## src/rtl/pc_update_if.sv

```systemverilog
//------------------------------------------------------------------------------
// pc_update_if : branch-resolution inputs and fetch-request outputs of the PC unit
// Revision     : 1.0  initial release
//------------------------------------------------------------------------------
`default_nettype none

interface pc_update_if #(
  parameter int XLEN = 32
);
  logic            br_valid;
  logic            take_branch;
  logic            is_jump;
  logic [XLEN-1:0] br_target;
  logic            stall;
  logic            fetch_ready;
  logic [XLEN-1:0] pc;
  logic            pc_valid;
  logic            flush;
  logic            redirect;
`ifdef PC_MISALIGN_TRAP_EN
  logic            misalign_trap;
`endif

  modport master (
    input  br_valid, take_branch, is_jump, br_target, stall, fetch_ready,
    output pc, pc_valid, flush, redirect
`ifdef PC_MISALIGN_TRAP_EN
    , output misalign_trap
`endif
  );

  modport slave (
    output br_valid, take_branch, is_jump, br_target, stall, fetch_ready,
    input  pc, pc_valid, flush, redirect
`ifdef PC_MISALIGN_TRAP_EN
    , input misalign_trap
`endif
  );
endinterface

`default_nettype wire

```

## src/rtl/pc_update_unit.sv

```systemverilog
//------------------------------------------------------------------------------
// pc_update_unit : RV32 program counter with branch redirect and timed flush
//                  (optional PC_MISALIGN_TRAP_EN: trap and halt on bad target)
// Revision       : 1.0  initial release
//------------------------------------------------------------------------------
`default_nettype none

module pc_update_unit #(
  parameter int              XLEN         = 32,
  parameter logic [XLEN-1:0] RESET_PC     = '0,
  parameter int              FLUSH_CYCLES = 2
) (
  input  wire logic   clk,
  input  wire logic   rst_n,
  pc_update_if.master bus
);

  localparam int              C_CNT_W    = (FLUSH_CYCLES > 1) ? $clog2(FLUSH_CYCLES) : 1;
  localparam logic [C_CNT_W-1:0] C_CNT_INIT = C_CNT_W'(FLUSH_CYCLES - 1);

  typedef enum logic [1:0] {
    ST_RUN   = 2'd0,
    ST_FLUSH = 2'd1
`ifdef PC_MISALIGN_TRAP_EN
    , ST_HALT = 2'd2
`endif
  } state_t;

  state_t             r_state, w_state_nxt;
  logic [XLEN-1:0]    r_pc, w_pc_nxt;
  logic               r_pc_valid, w_pc_valid_nxt;
  logic               r_flush, w_flush_nxt;
  logic               r_redirect, w_redirect_nxt;
  logic [C_CNT_W-1:0] r_cnt, w_cnt_nxt;
`ifdef PC_MISALIGN_TRAP_EN
  logic               r_trap, w_trap_nxt;
`endif

  logic w_taken;
  logic w_unused_tgt_bits;

  assign w_taken           = bus.br_valid & (bus.take_branch | bus.is_jump);
  assign w_unused_tgt_bits = ^bus.br_target[1:0];

  always_ff @(posedge clk or negedge rst_n) begin
    if (!rst_n) begin
      r_state    <= ST_RUN;
      r_pc       <= RESET_PC;
      r_pc_valid <= 1'b0;
      r_flush    <= 1'b0;
      r_redirect <= 1'b0;
      r_cnt      <= '0;
`ifdef PC_MISALIGN_TRAP_EN
      r_trap     <= 1'b0;
`endif
    end else begin
      r_state    <= w_state_nxt;
      r_pc       <= w_pc_nxt;
      r_pc_valid <= w_pc_valid_nxt;
      r_flush    <= w_flush_nxt;
      r_redirect <= w_redirect_nxt;
      r_cnt      <= w_cnt_nxt;
`ifdef PC_MISALIGN_TRAP_EN
      r_trap     <= w_trap_nxt;
`endif
    end
  end

  always_comb begin
    w_state_nxt    = r_state;
    w_pc_nxt       = r_pc;
    w_pc_valid_nxt = r_pc_valid;
    w_flush_nxt    = r_flush;
    w_redirect_nxt = 1'b0;
    w_cnt_nxt      = r_cnt;
`ifdef PC_MISALIGN_TRAP_EN
    w_trap_nxt     = 1'b0;
`endif

    case (r_state)
      ST_RUN: begin
        w_pc_valid_nxt = 1'b1;
        w_flush_nxt    = 1'b0;
        if (w_taken) begin
`ifdef PC_MISALIGN_TRAP_EN
          if (bus.br_target[1]) begin
            w_trap_nxt     = 1'b1;
            w_flush_nxt    = 1'b1;
            w_cnt_nxt      = C_CNT_INIT;
            w_pc_valid_nxt = 1'b0;
            w_state_nxt    = ST_HALT;
          end else
`endif
          begin
            // Low two bits forced to zero: fetch is always word aligned.
            w_pc_nxt       = {bus.br_target[XLEN-1:2], 2'b00};
            w_redirect_nxt = 1'b1;
            w_flush_nxt    = 1'b1;
            w_cnt_nxt      = C_CNT_INIT;
            w_state_nxt    = (FLUSH_CYCLES > 1) ? ST_FLUSH : ST_RUN;
          end
        end else if (bus.stall) begin
          w_pc_nxt = r_pc;
        end else if (r_pc_valid && bus.fetch_ready) begin
          w_pc_nxt = r_pc + XLEN'(4);
        end
      end

      ST_FLUSH: begin
        // Branch inputs here belong to a squashed instruction.
        w_pc_valid_nxt = 1'b1;
        if (bus.fetch_ready && !bus.stall) begin
          w_pc_nxt = r_pc + XLEN'(4);
        end
        if (r_cnt == '0) begin
          w_state_nxt = ST_RUN;
          w_flush_nxt = 1'b0;
        end else begin
          w_cnt_nxt = r_cnt - C_CNT_W'(1);
        end
      end

`ifdef PC_MISALIGN_TRAP_EN
      ST_HALT: begin
        w_pc_valid_nxt = 1'b0;
        if (r_cnt == '0) begin
          w_flush_nxt = 1'b0;
        end else begin
          w_cnt_nxt = r_cnt - C_CNT_W'(1);
        end
      end
`endif

      default: begin
        w_state_nxt = ST_RUN;
        w_flush_nxt = 1'b0;
      end
    endcase
  end

  assign bus.pc       = r_pc;
  assign bus.pc_valid = r_pc_valid;
  assign bus.flush    = r_flush;
  assign bus.redirect = r_redirect;
`ifdef PC_MISALIGN_TRAP_EN
  assign bus.misalign_trap = r_trap;
`endif

endmodule

`default_nettype wire

```

## src/flat_wrapper.sv

```systemverilog
// flat-port wrapper written by rule: the top's interface ports become plain ports
module pc_update_unit_flat 
#(
  parameter int              XLEN         = 32,
  parameter logic [XLEN-1:0] RESET_PC     = '0,
  parameter int              FLUSH_CYCLES = 2
)
  (clk, rst_n, bus_br_valid, bus_take_branch, bus_is_jump, bus_br_target, bus_stall, bus_fetch_ready, bus_pc, bus_pc_valid, bus_flush, bus_redirect);
  pc_update_if #(.XLEN(XLEN)) bus_i ();
  input  wire logic clk;
  input  wire logic rst_n;
  input wire logic [$bits(bus_i.br_valid)-1:0] bus_br_valid;
  input wire logic [$bits(bus_i.take_branch)-1:0] bus_take_branch;
  input wire logic [$bits(bus_i.is_jump)-1:0] bus_is_jump;
  input wire logic [$bits(bus_i.br_target)-1:0] bus_br_target;
  input wire logic [$bits(bus_i.stall)-1:0] bus_stall;
  input wire logic [$bits(bus_i.fetch_ready)-1:0] bus_fetch_ready;
  output wire logic [$bits(bus_i.pc)-1:0] bus_pc;
  output wire logic [$bits(bus_i.pc_valid)-1:0] bus_pc_valid;
  output wire logic [$bits(bus_i.flush)-1:0] bus_flush;
  output wire logic [$bits(bus_i.redirect)-1:0] bus_redirect;
  assign bus_i.br_valid = bus_br_valid;
  assign bus_i.take_branch = bus_take_branch;
  assign bus_i.is_jump = bus_is_jump;
  assign bus_i.br_target = bus_br_target;
  assign bus_i.stall = bus_stall;
  assign bus_i.fetch_ready = bus_fetch_ready;
  assign bus_pc = bus_i.pc;
  assign bus_pc_valid = bus_i.pc_valid;
  assign bus_flush = bus_i.flush;
  assign bus_redirect = bus_i.redirect;
  pc_update_unit #(.XLEN(XLEN), .RESET_PC(RESET_PC), .FLUSH_CYCLES(FLUSH_CYCLES)) u_core (.clk(clk), .rst_n(rst_n), .bus(bus_i));
endmodule
```

## config.mk

```make
export PLATFORM = sky130hd
export DESIGN_NAME = pc_update_unit_flat
export DESIGN_NICKNAME = d
export VERILOG_FILES = /design/src/rtl/pc_update_if.sv /design/src/rtl/pc_update_unit.sv /design/src/flat_wrapper.sv
export SDC_FILE = /design/constraint.sdc
export NUM_CORES = 1
export LEC_CHECK = 0
export CAP_MARGIN = 20
export CORE_UTILIZATION = 43
export DETAILED_ROUTE_END_ITERATION = 10
export GPL_TIMING_DRIVEN = 0
export PLACE_DENSITY_LB_ADDON = 0.08
export RECOVER_POWER = 100
export SLEW_MARGIN = 30
export SYNTH_ARGS = -nofsm -noshare
export SYNTH_HDL_FRONTEND = slang
export SYNTH_SLANG_ARGS = --single-unit
```

## constraint.sdc

```tcl
create_clock -name clk -period 2.2 [get_ports clk]
set_input_delay 0.66 -clock clk [delete_from_list [all_inputs] [get_ports clk]]
set_output_delay 0.66 -clock clk [all_outputs]
set_load 0.005 [all_outputs]
```

# After elaboration in Yosys (flattened, before gate mapping)
# Cells that the tools add are included.
[op_classes]
add_sub_neg = 2
eq_ne = 6
mux = 15
bitwise = 2
n_reduce_logical = 9
[op_table]
columns = ["operator", "n"]
rows = [
  ["2-to-1 mux 32 bit", 4],
  ["one-hot mux 32 bit (2 select lines)", 1],
  ["adder 32 x 3 -> 32 bit, second input constant", 1],
  ["2-to-1 mux 1 bit", 5],
  ["2-to-1 mux 2 bit", 2],
  ["!= test 2 x 1 -> 1 bit, second input constant", 2],
  ["one-hot mux 1 bit (2 select lines)", 2],
  ["one-hot mux 2 bit (2 select lines)", 1],
  ["AND reduction 2 bit", 2],
  ["AND reduction 4 bit", 1],
  ["!= test 3 x 1 -> 1 bit, second input constant", 1],
  ["!= test 3 x 2 -> 1 bit, second input constant", 1],
  ["== test 2 x 1 -> 1 bit, second input constant", 1],
  ["logical AND 1 bit", 2],
  ["logical NOT 2 bit", 1],
  ["!= test 2 bit, second input constant", 1],
  ["nonzero test 2 bit", 1],
  ["OR reduction 2 bit", 1],
  ["bitwise AND 1 bit", 1],
  ["logical NOT 1 bit", 1],
  ["OR 1 bit", 1],
  ["subtractor 1 bit, second input constant", 1],
]
[totals]
register_bits = 38
output_inout_bits = 35

# Longest topological paths before layout
# Gate-level depths: netlist of the first run.
[depth]
ltp_word = 5
ltp_mapped = 7

# Worst setup path before layout of the first run
# Ideal clock, no wire load.
[synth_timing]
path_type = "input -> register"
from = "in bus_fetch_ready"
to = "reg u_core.r_pc[29], in the netlist u_core.bus.pc[29]"
setup_ns = 0.082
t_arrival_ns = 1.998
t_required_ns = 2.118
slack_ns = 0.121
path_stages = 5
cell_sequence = "nor2b_1 nand3_1 or3_1 or4_1 a31oi_1"
[synth_between]
elab_chain_cells = 3
word_cells_on_any_way = 5
[synth_lines]
columns = ["item", "line", "source"]
rows = [
  ["start, declared", "flat_wrapper.sv:17", "input wire logic [$bits(bus_i.fetch_ready)-1:0] bus_fetch_ready;"],
  ["logical AND 1 bit (on tied branches)", "pc_update_unit.sv:104, pc_update_unit.sv:112", ""],
  ["!= test 3 x 1 -> 1 bit (no source line) or != test 2 x 1 -> 1 bit (tied branches)", "n/a", ""],
  ["AND reduction 4 bit (no source line) (*)", "n/a", ""],
  ["end signal, assigned", "pc_update_unit.sv:58", "r_pc <= w_pc_nxt;"],
  ["end, declared", "pc_update_unit.sv:30", "logic [XLEN-1:0] r_pc, w_pc_nxt;"],
]
# Mark *: on every way between the ends. The rest lies on a longest branch, timed or not.
# A chain may end at the register's enable or synchronous reset.

# Worst setup path in the final report of the first run
# Same ends and word-level chain as after synthesis.

==> results of run 1 <==
[cells in the final DEF, fill, tap and decap left out, types with 2 or more instances in the layout]
master / instances
clkbuf_2: 3
nor3_1: 10
nand4_1: 3
nor4_2: 2
o21ai_0: 27
clkdlybuf4s50_1: 35
conb_1: 3
nor2_1: 5
inv_1: 8
nand3_1: 12
dlygate4sd3_1: 33
nor4_1: 8
a21oi_1: 2
clkbuf_8: 6
buf_4: 5
xor2_1: 5
clkbuf_1: 6
xnor2_1: 23
and2_1: 3
and3_1: 4
and4_4: 2
nand2_1: 38
dfrtp_1: 35
[logic make-up (layout without fill, tap and decap cells)]
group | count (synthesis) | in the layout | synth area share
xor gates and xnor gates | 28 | 28 | 0.1298
DFF | 35 | 35 | 0.4636
adders and majority gates | 1 | 1 | 0.006621
muxes | 1 | 1 | 0.005298
and+or+nand+nor | 94 | 94 | 0.2543
other | 2 | 3 | 0.003975
buffers and inverters | 18 | 100 | 0.04040
AOI/OAI and AO/OA | 34 | 34 | 0.09603
[flip-flops by register name, summed over array words and instances, names as in the netlist]
name                 cells
u_core.bus.redirect      1
u_core.r_state           1
u_core.bus.pc_valid      1
u_core.bus.pc           30
u_core.bus.flush         1
u_core.r_cnt             1
[worst paths after layout]
path | to | slack, ns | cells after the start
setup / recovery | u_core.bus.pc[29]$_DFFE_PN0P_ | 0.08 | 6
min in group asynchronous | u_core.bus.pc[22]$_DFFE_PN0P_ | 0.53 | 1
setup reg to reg | u_core.bus.pc[29]$_DFFE_PN0P_ | 0.29 | 5
hold / removal | u_core.bus.flush$_DFFE_PN0P_ | 0.49 | 1
max in group asynchronous | u_core.bus.pc[4]$_DFFE_PN0P_ | 1.03 | 2
hold reg to reg | u_core.bus.flush$_DFFE_PN0P_ | 0.49 | 1
[metal layers]
layer	routed length [um]	vias up
met3	249	6
met2	2295	60
li1	-	897
met5	0	-
met1	2101	833
met4	52	0
[where the power goes]
part	total (mW)	switching (mW)	internal [mW]
Sequential	1.32	0.371	0.946
Clock	0.598	0.232	0.367
Combinational	1.24	0.503	0.741
[through the flow]
step,setup TNS [ns],cells,setup WS [ns]
after floorplan,0,214,0.1206
after global placement,-24.03,333,-0.5822
after detailed placement,-14.00,334,-0.6012
after CTS,0,346,0.001188
after global routing,0,346,0.005476
final,0,346,0.08149
[final cells by class]
cell class                 instances  area, um^2  share of cell area
buffer                            10       50.05             0.01759
clock buffer                       6       82.58             0.02902
clock inverter                     2       35.03             0.01231
inverter                           8       30.03             0.01055
multi-input combinational        161       970.9              0.3412
sequential                        35       875.8              0.3078
tap                               50       62.56             0.02199
timing repair buffer              74       738.2              0.2595
[critical path: stages]
cell and delay (ns):
clkdlybuf4s50_1 0.46, nor2b_4 0.16, nand3_2 0.10, or3_4 0.40
or4_1 0.40, a31oi_1 0.14
[repair_timing]
| action | in CTS | in global routing |
|---|---|---|
| setup buffers | 4 | 0 |
| pin swaps | 2 | 1 |
| hold endpoints to repair | 0 | 0 |
| resized for setup | 2 | 10 |
| endpoints found under the setup margin | 32 | 29 |
==> summary.txt, run 1 <==
Yosys
  – Mapped Cells: roughly 210
  – Syn Area/Cell: about 8.9 um^2
  – Synth warnings: 0
  – Commonest cells post-synth: nand2_1, dfrtp_1, o21ai_0
  – Register bit total from synthesis: 35
  – Asr flop ratio synth: 1.000
  – Mapped cell area: 1889 um^2
  – Synth top area share: 0.4636
  – Cell taking the most area after synthesis: dfrtp_1
  – Sequential area share after synthesis: 0.4636
  – Cell with the most instances after synthesis: nand2_1
  – Primary FF master, synth: dfrtp_1
  – Post-synth EDFFs: 0
  – Top cells by area, synth: dfrtp_1, xnor2_1, nand2_1
  – Yosys cell types: 32

Floorplan
  – Core Rows: 23
  – Initial Utilization: 0.4591
  – Die X: 68.29 um
  – Boundary pin count: 74
  – Die extent in y: 68.29 um
  – Core area: roughly 4100 um^2
  – Die ar.: ~4700 um^2

Place
  – DP HPWL: 3463 um
  – Port bufs: 69
  – Final GP Congestion: 0.7863
  – Placement Cell Area: 2669 um^2

STA
  – Post-layout min period: 2.119 ns
  – FMAX: 0.4720 GHz
  – Final setup violation count: 0
  – Final Hold Fails: 0
  – Worst Clk Skew: 0.009409 ns
  – Relative slew slack: 0.3090
  – Slew Limit Fails: 0
  – Slew @ Worst Pin: 1.037 ns
  – WHS: 0.4859 ns
  – Final worst-path cycle share: 0.9630
  – Unrepaired setup endpoints after global routing: false

Clocking
  – Worst-Skew Late Latency: 0.28 ns
  – H-tree depth: 2
  – TritonCTS clock tree: yes
  – Hold-fix buffer count after cts: 0
  – Root Buffer: clkbuf_8
  – Clock buffer depth: 2
  – Cts bufs inserted: 5
  – Clock sink count: 35
  – Worst-path clk slew: approximately 0.070 ns

Power
  – Pwr Total: ~3.2 mW
  – Worst IR Drop VDD: 0.6423 mV
  – PwrDens: between 1000 and 1500 nW/um^2
  – Leakage power: 1.120 nW

Critical path
  – CP Data Arrival Time: 2.32 ns
  – CP required: 2.40 ns
  – CP startpoint kind: input port
  – Crit Path Class: input port to flop
  – Critical path origin: bus_fetch_ready
  – CP max FO: 3
  – Endpoint class of the critical path: flop
  – Reg-to-Reg Start: u_core.bus.pc[9]$_DFFE_PN0P_

Global route
  – GRT Overall Usage: 0.2172
  – Most Used Layer, Global Route: met2
  – Largest net degree at the start of global routing: 19
  – Total congestion overflow: 0
  – First-pass GRT wire length: 7452 um
  – Initial antenna violation count: 0
  – Met2 usage: 0.3701
  – GR Util met1: 0.2684
  – Vias in the first global route: 1671
  – GRT met3 Usage: 0.05500

Detailed routing
  – Residual DRC: 0
  – Routed WL per cell: 13.58 um
  – Wirelength, routed: between 4000 and 5000 um
  – Vias per cell: 5.191
  – Post-route ant nets: 0
  – Initial drt markers: 95
  – Via Count: 1796
  – 1st-pass router iterations: 4

Finish
  – Share of layout cells above drive strength 1: 0.09122
  – Fill count: 349
  – Diode count: 0
  – Area delta synth->final: 50.60%
  – Final net count: 335
  – Post-route cell area: 2845 um^2
  – Post-layout util: 0.6914

Hold path
  – Hold path startpoint: u_core.bus.flush$_DFFE_PN0P_
  – Worst hold path class: flop to flop

Outcome
  – Status: completed

Run
  – Max-cap violation count: 0
No activity file was read; power rests on OpenSTA's default activity.
==> inputs of run 2 (changes only) <==
--- a/config.mk
+++ b/config.mk
@@ -5,8 +5,9 @@
 export SDC_FILE = /design/constraint.sdc
 export NUM_CORES = 1
 export LEC_CHECK = 0
+export ABC_AREA = 1
 export CAP_MARGIN = 20
-export CORE_UTILIZATION = 43
+export CORE_UTILIZATION = 46
 export DETAILED_ROUTE_END_ITERATION = 10
 export GPL_TIMING_DRIVEN = 0
 export PLACE_DENSITY_LB_ADDON = 0.08
==> summary.txt, run 2 <==
Critical path
  – CP Data Arrival Time: 1.44 ns
  – Crit Path Class: flop to primary output
  – CP max-delay cell: dlygate4sd3_1
  – Worst-path cell chain: dlygate4sd3_1
  – Buffers & Inverters on Critical Path: 1
  – CP required: 1.54 ns
  – Endpoint class of the critical path: primary output
  – CP max FO: 7
  – Delay-heaviest family, CP: buffers and inverters
  – Slowest stage delay, CP: 0.62 ns
  – CP startpoint kind: flop

Global route
  – Total congestion overflow: 0
  – GRT Overall Usage: 0.2936
  – Vias in the first global route: 2719
  – Largest net degree at the start of global routing: 20
  – Initial antenna violation count: 0
  – First-pass GRT wire length: 13340 um

Finish
  – Post-layout util: 0.6611
  – Commonest non-fill, non-tap cell in the layout: nand2_1
  – Post-route insts no fill: 552
  – Diode count: 0
  – Most frequent cells in the layout: nand2_1, nor2_1, inv_1
  – Fill count: 490
  – Number of flip-flops in the largest register: 30
  – Final net count: 521
  – Area delta synth->final: 36.61%
  – Share of layout cells above drive strength 1: 0.07469
  – Post-route cell area: ~3400 um^2

STA
  – Final setup violation count: 0
  – Slew @ Worst Pin: 1.102 ns
  – Final Hold Fails: 0
  – Unrepaired setup endpoints after global routing: false
  – Worst Clk Skew: 0.006919 ns
  – Post-layout min period: 2.100 ns
  – Final TNS setup: 0 ns
  – WHS: 0.4891 ns
  – Final worst-path cycle share: 0.9544
  – Relative slew slack: 0.2655
  – Slew Limit Fails: 0
  – FMAX: 0.4763 GHz
  – Final worst setup slack: 0.1003 ns

Yosys
  – Primary FF master, synth: dfrtp_1
  – Mapped cell area: 2519 um^2
  – Commonest cells post-synth: nand2_1, nor2_1, inv_1
  – Cell with the most instances after synthesis: nand2_1
  – Yosys cell types: 29
  – Cell taking the most area after synthesis: dfrtp_1
  – Mapped Cells: 403
  – Synth top area share: 0.3477
  – Syn Area/Cell: 6.250 um^2
  – Synth warnings: 0
  – Post-synth EDFFs: 0
  – Top cells by area, synth: dfrtp_1, nand2_1, nor2_1
  – Register bit total from synthesis: 35
  – Sequential area share after synthesis: 0.3477
  – Asr flop ratio synth: 1.000

Clocking
  – H-tree depth: 2
  – Worst-path clk slew: 0.07 ns
  – # Post-CTS Setup Buffers: 0
  – Worst-Skew Late Latency: 0.30 ns
  – Cts bufs inserted: 5
  – Root Buffer: clkbuf_8
  – Hold-fix buffer count after cts: 0
  – TritonCTS clock tree: yes
  – Clock buffer depth: 2
  – Post-cts sizing count: 0
  – Clock sink count: 35

Floorplan
  – Core Rows: 26
  – Die X: 76.00 um
  – Boundary pin count: 74
  – Core area: roughly 5200 um^2
  – Initial Utilization: 0.4839
  – Die extent in y: 76.00 um
  – Die ar.: 5775 um^2

Detailed routing
  – Vias per cell: 5.395
  – Residual DRC: 0
  – Initial drt markers: 202
  – Post-route ant nets: 0
  – 1st-pass router iterations: 5
  – Wirelength, routed: around 8000 um
  – Via Count: 2978
  – Routed WL per cell: ~15 um

Power
  – Pwr Total: between 3 and 4 mW
  – Sequential Power Share: 0.353
  – Switching share of power: 0.4475
  – Leakage power: 1.565 nW
  – Cell Int Power: 2.159 mW
  – Clock power frac: 0.159
  – PwrDens: between 1000 and 1500 nW/um^2
  – Worst IR Drop VDD: 0.6307 mV
  – Comb pwr share: 0.488
  – Sw power: about 1.7 mW

Place
  – DP Cell Count: about 540
  – Final GP Congestion: 0.9026
  – Port bufs: between 60 and 70
  – Setup WS pre-CTS: -0.1385 ns
  – Placement Cell Area: around 3300 um^2
  – DP HPWL: 6116 um

Run
  – Max-cap violation count: 0

Outcome
  – Status: completed

Hold path
  – Worst hold path class: flop to flop
run 2: cell types whose count changed after synthesis, moves of 5 or more:
cell | previous run | this run
buf_2 | 1 | 7
inv_1 | 8 | 40
nand2_1 | 38 | 127
nand3_1 | 13 | 29
nand4_1 | 3 | 8
nor2_1 | 5 | 81
nor4_1 | 10 | 0
o21ai_0 | 27 | 22
or2_2 | 1 | 6
xnor2_1 | 23 | 2
run 2: power by group through the flow:
stage          clock (mW)  combinational [mW]  sequential [mW]
6_report            0.621                1.91             1.38
5_1_grt             0.654                2.13             1.43
4_1_cts             0.622                2.00             1.39
3_5_place_dp            0                1.99             1.39
3_3_place_gp            0                1.95             1.39
2_1_floorplan           0                1.06             1.30
run 2: kinds of logic after synthesis:
logic type | share of synthesized area
AOI/OAI and AO/OA | 0.09041
xor gates and xnor gates | 0.01391
buffers and inverters | 0.08544
other | 0.002982
DFF | 0.3477
and+or+nand+nor | 0.4545
adders and majority gates | 0.004967
run 2: routing by layer:
metal  part of all wire  wire, um  vias to the layer above  track usage
met5                  0         0                        -            0
met4              0.018       148                        0       0.1077
met3              0.082       665                       17      0.06347
met2               0.48      3844                      142       0.4773
met1               0.42      3427                     1392       0.3840
li1                   -         -                     1427            -
run 2: worst register-to-register path, cell delays in order (launching register included):
cell     delay [ns]
dfrtp_1        0.43
ha_1           0.32
nand3_4        0.14
nor2_4         0.21
nand4_1        0.19
nor2_1         0.20
nand2_1        0.08
nand2_1        0.06
nor2_1         0.03
run 2: cell type report:
| class | count | area (um^2) | share of cell area |
|---|---|---|---|
| clock inverter | 2 | 35.03 | 0.01018 |
| buffer | 13 | 66.31 | 0.01927 |
| inverter | 40 | 150.1 | 0.04364 |
| clock buffer | 6 | 82.58 | 0.02400 |
| tap | 70 | 87.58 | 0.02545 |
| sequential | 35 | 875.8 | 0.2545 |
| multi-input combinational | 316 | 1431 | 0.4160 |
| timing repair buffer | 70 | 711.9 | 0.2069 |
run 2: worst paths after layout:
path                                              start                       endpoint  slack (ns)  depth (start not counted)
setup / recovery           u_core.bus.pc[4]$_DFFE_PN0P_                      bus_pc[4]        0.10                          1
hold / removal                 u_core.r_cnt$_DFFE_PN0P_       u_core.r_cnt$_DFFE_PN0P_        0.49                          2
setup reg to reg           u_core.bus.pc[3]$_DFFE_PN0P_  u_core.bus.pc[24]$_DFFE_PN0P_        0.43                          8
hold reg to reg                u_core.r_cnt$_DFFE_PN0P_       u_core.r_cnt$_DFFE_PN0P_        0.49                          2
max in group asynchronous                         rst_n  u_core.bus.pc[28]$_DFFE_PN0P_        0.99                          1
min in group asynchronous                         rst_n  u_core.bus.pc[17]$_DFFE_PN0P_        0.54                          1
==> inputs of run 3 (changes only) <==
--- a/config.mk
+++ b/config.mk
@@ -9,6 +9,7 @@
 export CAP_MARGIN = 20
 export CORE_UTILIZATION = 46
 export DETAILED_ROUTE_END_ITERATION = 10
+export GPL_ROUTABILITY_DRIVEN = 0
 export GPL_TIMING_DRIVEN = 0
 export PLACE_DENSITY_LB_ADDON = 0.08
 export RECOVER_POWER = 100
==> summary.txt, run 3 (synthesis gave the netlist of run 2 again) <==
Critical path
  – CP startpoint kind: flop
  – CP Data Arrival Time: 1.45 ns
  – Buffers & Inverters on Critical Path: 1
  – Slowest stage delay, CP: about 0.63 ns
  – Crit Path Class: flop to primary output
  – CP max FO: 7
  – Worst-path cell chain: dlygate4sd3_1
  – R2R Setup Slk: 0.44 ns
  – Delay-heaviest family, CP: buffers and inverters
  – Endpoint class of the critical path: primary output
  – CP max-delay cell: dlygate4sd3_1
  – CP required: 1.54 ns

Place
  – Port bufs: 69
  – Setup WS pre-CTS: -0.1098 ns
  – DP HPWL: 5745 um

Power
  – Comb pwr share: 0.506
  – Cell Int Power: 2.014 mW
  – Sw power: between 1.5 and 2 mW
  – Switching share of power: 0.4607
  – Pwr Total: approximately 3.7 mW
  – Leakage power: ~1.5 nW
  – Sequential Power Share: 0.369
  – PwrDens: 1098 nW/um^2
  – Worst IR Drop VDD: 0.6065 mV
  – Clock power frac: 0.125

Hold path
  – Worst hold path class: flop to flop

Global route
  – First-pass GRT wire length: 12950 um
  – Largest net degree at the start of global routing: 20
  – GRT Overall Usage: 0.2830
  – Total congestion overflow: 0
  – Initial antenna violation count: 0
  – Vias in the first global route: 2747

STA
  – Unrepaired setup endpoints after global routing: false
  – Final worst setup slack: 0.08785 ns
  – Slew @ Worst Pin: 1.114 ns
  – FMAX: 0.4735 GHz
  – Relative slew slack: 0.2570
  – Final worst-path cycle share: 0.9601
  – Final Hold Fails: 0
  – Worst Clk Skew: ~0.0085 ns
  – Slew Limit Fails: 0
  – Post-layout min period: about 2.1 ns
  – Final setup violation count: 0

Detailed routing
  – Met3 wire len: 655 um
  – Highest routed layer: met4
  – Wirelength, routed: between 7000 and 8000 um
  – Vias per cell: ~5.3
  – Post-route ant nets: 0
  – DRT met1 WL: 3328 um
  – Initial drt markers: 314
  – 1st-pass router iterations: 5
  – Met2 WL: ~3600 um
  – Via Count: 2916
  – Routed WL per cell: ~14 um
  – Residual DRC: 0

Floorplan
  – Die ar.: 5775 um^2
  – Die extent in y: 76.00 um
  – Boundary pin count: between 70 and 80
  – Core Rows: 26
  – Initial Utilization: 0.4839
  – Die X: 76.00 um
  – Core area: 5205 um^2

Finish
  – Area delta synth->final: 35.12%
  – Diode count: 0
  – Commonest non-fill, non-tap cell in the layout: nand2_1
  – Most frequent cells in the layout: nand2_1, nor2_1, inv_1
  – Final net count: about 520
  – Share of layout cells above drive strength 1: 0.06846
  – Number of flip-flops in the largest register: 30

Clocking
  – Cts bufs inserted: 5
  – Worst-Skew Late Latency: 0.30 ns
  – # Post-CTS Setup Buffers: 0
  – Hold-fix buffer count after cts: 0
  – Post-cts sizing count: 0
  – TritonCTS clock tree: yes
  – Worst-path clk slew: 0.07 ns
  – H-tree depth: 2
  – Root Buffer: clkbuf_8
  – Clock sink count: 35
  – Clock buffer depth: 2

Run
  – Max-cap violation count: 0

Outcome
  – Status: completed
==> run 3: cell types whose count changed in the layout (fill, tap and decap cells not counted), sizes merged <==
cell    before  now
bufinv       1    0
buf          6    7
==> run 3: per-layer routing <==
| layer | up-vias | global-route usage |
|---|---|---|
| met4 | 0 | 0.1308 |
| met1 | 1307 | 0.3666 |
| met3 | 19 | 0.04311 |
| li1 | 1430 | - |
| met2 | 160 | 0.4655 |
| met5 | - | 0 |
==> run 3: path summary, 6_finish.rpt <==
kind | end | start | cells past startpoint
min in group asynchronous | u_core.bus.pc[17]$_DFFE_PN0P_ | rst_n | 1
max reg2reg | u_core.bus.pc[24]$_DFFE_PN0P_ | u_core.bus.pc[3]$_DFFE_PN0P_ | 8
min reg2reg | u_core.r_cnt$_DFFE_PN0P_ | u_core.r_cnt$_DFFE_PN0P_ | 2
max | bus_pc[4] | u_core.bus.pc[4]$_DFFE_PN0P_ | 1
min | u_core.r_cnt$_DFFE_PN0P_ | u_core.r_cnt$_DFFE_PN0P_ | 2
max in group asynchronous | u_core.bus.pc[28]$_DFFE_PN0P_ | rst_n | 1
==> run 3: worst reg2reg max path, delay by kind of cell, from the launching register on <==
kind	cells	cell delay, ns
adders and majority gates	1	0.33
DFF	1	0.43
and+or+nand+nor	7	0.89
==> run 3: per-stage QoR <==
step	cells	hold WS [ns]	area (um^2)	setup TNS (ns)	utilization
after global routing	552	0.5134	3403	0	0.6538
final	552	0.4853	3403	0	0.6538
after CTS	552	0.3160	3405	0	0.6541
after floorplan	404	0.3644	2522	0	-
after detailed placement	544	0.4706	3323	-0.6316	0.6385
after global placement	543	0.4680	3301	-14.01	0.6341
==> run 3: power groups by stage <==
| stage | Clock [mW] | Sequential (mW) | Combinational [mW] |
|---|---|---|---|
| final | 0.466 | 1.38 | 1.89 |
| after detailed placement | 0 | 1.39 | 1.97 |
| after floorplan | 0 | 1.30 | 1.06 |
| after global placement | 0 | 1.38 | 1.93 |
| after CTS | 0.471 | 1.38 | 1.98 |
| after global routing | 0.501 | 1.43 | 2.13 |
==> run 3: cell type report <==
cell class / count / area [um^2]
clock buffer: 7 / 76.32
multi-input combinational: 316 / 1431
buffer: 13 / 65.06
sequential: 35 / 875.8
timing repair buffer: 70 / 711.9
fill: 508 / 1802
clock inverter: 1 / 5.005
tap: 70 / 87.58
inverter: 40 / 150.1
